`src/rtl/ysyx_25020077_core_ctrl.sv`:
```
// Multi-cycle core sequencer: IDLE -> FETCH -> WAIT -> EXEC, with sticky HALT on break or fetch fault.
// Optional performance counters are enabled with YSYX_25020077_CORE_CTRL_PERF_EN.
module ysyx_25020077_core_ctrl #(
  parameter logic [31:0] RESET_PC = 32'h8000_0000
) (
  input  logic        clock,
  input  logic        reset,
  output logic        io_ifu_req_valid,
  input  logic        io_ifu_req_ready,
  output logic [31:0] io_ifu_req_addr,
  input  logic        io_ifu_resp_valid,
  input  logic [31:0] io_ifu_resp_data,
  input  logic        io_ifu_resp_err,
  output logic [31:0] io_inst,
  input  logic        io_is_break,
  output logic        io_rf_wen,
  output logic [31:0] io_pc,
  output logic        io_halt,
  output logic        io_halt_err,
  output logic [31:0] io_cycle_cnt,
  output logic [31:0] io_retire_cnt
);

  typedef enum logic [2:0] {
    S_IDLE  = 3'd0,
    S_FETCH = 3'd1,
    S_WAIT  = 3'd2,
    S_EXEC  = 3'd3,
    S_HALT  = 3'd4
  } state_t;

  state_t      r_state;
  logic [31:0] r_pc;
  logic [31:0] r_inst;
  logic        r_req_valid;
  logic        r_halt;
  logic        r_halt_err;
  logic        w_rf_wen;

  // The decoder's break flag is only known once io_inst is presented, so the
  // write enable is qualified by it within the EXEC cycle itself.
  assign w_rf_wen = (r_state == S_EXEC) && !io_is_break;

  always_ff @(posedge clock) begin
    if (reset) begin
      r_state     <= S_IDLE;
      r_pc        <= RESET_PC;
      r_inst      <= 32'h0;
      r_req_valid <= 1'b0;
      r_halt      <= 1'b0;
      r_halt_err  <= 1'b0;
    end else begin
      unique case (r_state)
        S_IDLE: begin
          r_state     <= S_FETCH;
          r_req_valid <= 1'b1;
        end
        S_FETCH: begin
          if (io_ifu_req_ready) begin
            r_state     <= S_WAIT;
            r_req_valid <= 1'b0;
          end
        end
        S_WAIT: begin
          if (io_ifu_resp_valid) begin
            if (io_ifu_resp_err) begin
              r_halt     <= 1'b1;
              r_halt_err <= 1'b1;
              r_state    <= S_HALT;
            end else begin
              r_inst  <= io_ifu_resp_data;
              r_state <= S_EXEC;
            end
          end
        end
        S_EXEC: begin
          if (io_is_break) begin
            r_halt  <= 1'b1;
            r_state <= S_HALT;
          end else begin
            r_pc        <= r_pc + 32'd4;
            r_state     <= S_FETCH;
            r_req_valid <= 1'b1;
          end
        end
        S_HALT: begin
          r_state     <= S_HALT;
          r_req_valid <= 1'b0;
        end
        default: begin
          r_state     <= S_IDLE;
          r_req_valid <= 1'b0;
        end
      endcase
    end
  end

`ifdef YSYX_25020077_CORE_CTRL_PERF_EN
  logic [31:0] r_cycle_cnt;
  logic [31:0] r_retire_cnt;

  always_ff @(posedge clock) begin
    if (reset) begin
      r_cycle_cnt  <= 32'h0;
      r_retire_cnt <= 32'h0;
    end else begin
      if (r_state != S_HALT) r_cycle_cnt <= r_cycle_cnt + 32'd1;
      if (w_rf_wen) r_retire_cnt <= r_retire_cnt + 32'd1;
    end
  end

  assign io_cycle_cnt  = r_cycle_cnt;
  assign io_retire_cnt = r_retire_cnt;
`else
  assign io_cycle_cnt  = 32'h0;
  assign io_retire_cnt = 32'h0;
`endif

  assign io_ifu_req_valid = r_req_valid;
  assign io_ifu_req_addr  = r_pc;
  assign io_pc            = r_pc;
  assign io_inst          = r_inst;
  assign io_rf_wen        = w_rf_wen;
  assign io_halt          = r_halt;
  assign io_halt_err      = r_halt_err;

endmodule

```
`config.mk`:
```
export PLATFORM = sky130hd
export DESIGN_NAME = ysyx_25020077_core_ctrl
export DESIGN_NICKNAME = d
export VERILOG_FILES = /design/src/rtl/ysyx_25020077_core_ctrl.sv
export SDC_FILE = /design/constraint.sdc
export NUM_CORES = 1
export LEC_CHECK = 0
export CORE_MARGIN = 4
export CORE_UTILIZATION = 42
export DETAILED_ROUTE_END_ITERATION = 6
export GPL_ROUTABILITY_DRIVEN = 0
export GPL_TIMING_DRIVEN = 0
export HOLD_SLACK_MARGIN = 0.03
export PLACE_DENSITY = 0.94
export REMOVE_ABC_BUFFERS = 1
export SETUP_SLACK_MARGIN = 0.1
export SLEW_MARGIN = 0
export SYNTH_ARGS = -nofsm -noshare
export SYNTH_HDL_FRONTEND = slang
export SYNTH_SLANG_ARGS = --single-unit
```
`constraint.sdc`:
```
create_clock -name clock -period 5.05 [get_ports clock]
set_input_delay 1.01 -clock clock [delete_from_list [all_inputs] [get_ports clock]]
set_output_delay 1.01 -clock clock [all_outputs]
set_load 0.005 [all_outputs]
```
==> impl_metrics.tcl <==
set metrics [dict create \
    cts_max_path_buffers 2 \
    critPathRequiredTime_ps 4040 \
    worstReg2RegEnd "io_ifu_req_addr[14]" \
    io_pins 202 \
    portBuffers 133 \
    hold_viol 0 \
    synth_warnings 0 \
    ys_seq_area_share_pct 38.4 \
    max_slew_margin_pct 20.8 \
    n_fill_cell 751 \
    final_cell_area_um2 4680 \
    placed_area_um2 4460 \
    seqCellArea_um2 1360 \
    worstHoldStart "io_inst[26]" \
    leakage_nw 1.64 \
    vdd.ir_drop.worst_mv 0.171 \
    final.setup_skew_ps 5.99 \
    p_comb_share_pct 7.3 \
    switchingPower_mw 0.265 \
    first_iter_violations 130 \
    slew_viol_final 0 \
    r2r_start "r_state[0]" \
    cts_buffers 9 \
    crit_type "in -> out" \
    grt_pass1_vias 2954 \
    dp_hpwl_um 6440 \
    route.detailed.drc 0 \
    antenna_found_initial 0 \
    postCtsSetupBuffers 0 \
    multi_input_comb_area_um2 1590 \
    drt_wl_total_um 8650 \
    rsz0062_at_grt "no" \
    vias_per_cell 4.87 \
    finalSetupViolCount 0 \
    cts_sinks 68 \
    whs_path_depth 2 \
    die_w_um 99.9 \
    async_reset_ff_share_pct 0 \
    clkPwrFrac_pct 44.2 \
    finalCritPeriodShare_pct 71.2 \
    grt_first_pass_wirelength_um 13600 \
    synth-compound-area-share_pct 12.9 \
    vias 3131 \
    maxCapViolations 0 \
    cts_tree "done" \
    synth-main-ff-cell "dfxtp_1" \
    netSwitchingFraction_pct 23.4 \
    hp-class "reg -> reg" \
    synth_top_family_by_area "buffers and inverters" \
    grt.overflow.total 0 \
    firstDrtPassIters 4 \
    start_util_pct 43.2 \
    worstRegToRegCells 5 \
    powerDensity_nw_per_um2 242 \
    track_usage_pct 16.4 \
    worstMarginPinSlew_ps 1190 \
    die_area_um2 9980 \
    synth.area.top_cells "dfxtp_1 (38%), buf_4 (21%), nand2_1 (8.4%)" \
    synth_edf_count 0 \
    antennaDiodeCount 0 \
    synth.mux.area_fraction_pct 0.317 \
    synth-adder-area-share_pct 0.353 \
    status "completed" \
    insertion_delay_ps 330 \
    yosysMostFrequentCell "buf_4" \
    holdPathEnd "io_inst[26]" \
    worst_ep_arrival_time_ps 2590 \
    ctsRootBufferMaster "clkbuf_8" \
    end_kind "output port" \
    dp.cells 627 \
    yosysUniqueCellTypes 40 \
    htree_levels 3 \
    netlist_area_um2 3550 \
    grt_max_degree 36 \
    synth_top_area_share_pct 38.4 \
    wl_per_cell_um 13.5 \
    reg2reg_setup_slack_ps 2750 \
    yosys.area.top_type "dfxtp_1" \
    cp-start-kind "primary input" \
    synthSimpleGateAreaFrac_pct 22.0 \
    seqPwrFrac_pct 48.5 \
    post_route_cells_drive_above_1_share_pct 5.02 \
    ys_ff_latch 68 \
    path_clk_slew_ps 70 \
    syn2layout_area_growth_pct 32.0 \
    die_h_um 99.9 \
    synth_xor_area_share_pct 1.97 \
    cts_resized 0 \
    max_freq_mhz 278 \
    final_cells 643 \
    antenna_left 0 \
    fp-row-count 33 \
    syn_avg_cell_area_um2 8.03 \
    synthTopCellsByCount "buf_4 (98), nand2_1 (79), dfxtp_1 (68), a21oi_1 (57), clkbuf_1 (21)" \
    p_int_mw 0.867 \
    critPathMaxFanout 8 \
    setup_tns_ps 0 \
    holdBufCountCts 0 \
    nets 572 \
    synthCells 442 \
    period_needed_ps 3600 \
    core_area_um2 8220 \
]
==> critical path, stage by stage <==
cell and delay (ps):
clkdlybuf4s50_1 460, nand4bb_1 360, inv_2 230, clkdlybuf4s50_1 530
==> per-layer routing <==
metal	up-vias	GRT usage [%]	wire length [um]
met5	-	0	0
met4	0	5.78	132
met3	12	3.82	623
met2	124	29.7	4480
met1	1471	18.9	3410
li1	1524	-	-
==> final cells by class <==
type                            instances  area share, %
Clock buffer                            9           2.64
Clock inverter                          7           2.14
Inverter                                4          0.321
Multi-Input combinational cell        315           34.0
Sequential cell                        68           29.1
Tap cell                              105           2.80
Timing Repair Buffer                  135           29.1
==> per-stage QoR <==
stage	power [mW]	hold WS, ps	worst slack, ps	utilization [%]
2_1_floorplan	0.588	447	2300	-
3_3_place_gp	0.639	442	1040	53.9
3_5_place_dp	0.642	446	1460	54.3
4_1_cts	1.15	456	1450	57.0
5_1_grt	1.18	479	1360	57.0
6_report	1.13	456	1450	57.0
==> kinds of logic (layout without fill, tap and decap cells) <==
family                     after synthesis  in the layout
buffers and inverters                  126            155
muxes                                    1              1
and+or+nand+nor                        156            156
xor gates and xnor gates                 8              8
adders and majority gates                1              1
AOI/OAI and AO/OA                       81             81
other                                    1             68
DFF                                     68             68
==> sequential cells by signal (all words and copies together) (netlist names) <==
name	flops
io_ifu_req_valid	1
io_ifu_req_addr	30
io_inst	32
io_halt	1
r_state	3
io_halt_err	1
==> power groups by stage <==
stage	clock [mW]	combinational [mW]	sequential [mW]
global route	0.537	0.0922	0.550
floorplan	0	0.0275	0.561
finish	0.500	0.0829	0.549
CTS	0.515	0.0816	0.549
detailed placement	0	0.0809	0.561
global placement	0	0.0779	0.561
==> placed cells by master, fill, tap and decap left out, types with 3 or more instances in the layout <==
cell / n
nor2_1: 13
o21ai_0: 3
or4_1: 17
clkdlybuf4s50_1: 132
inv_1: 3
clkinv_4: 3
xnor2_1: 3
conb_1: 68
nand2_1: 79
dfxtp_1: 68
nand3_1: 10
nand4_1: 8
o31ai_1: 17
clkbuf_8: 9
and4_1: 3
a21oi_1: 57
nand2b_1: 4
nor3_1: 5
xor2_1: 5
==> worst max path at each step <==
stage                     slack (ps)     endpoint  depth (start not counted)              start
after global routing            1360    io_rf_wen                          4        io_is_break
after floorplan                 2300   io_inst[0]                          4  io_ifu_resp_valid
after detailed placement        1460    io_rf_wen                          4        io_is_break
final                           1450    io_rf_wen                          4        io_is_break
after CTS                       1450    io_rf_wen                          4        io_is_break
after global placement          1040  io_inst[13]                          5  io_ifu_resp_valid
Note: power is estimated with default switching activity, not from simulation.
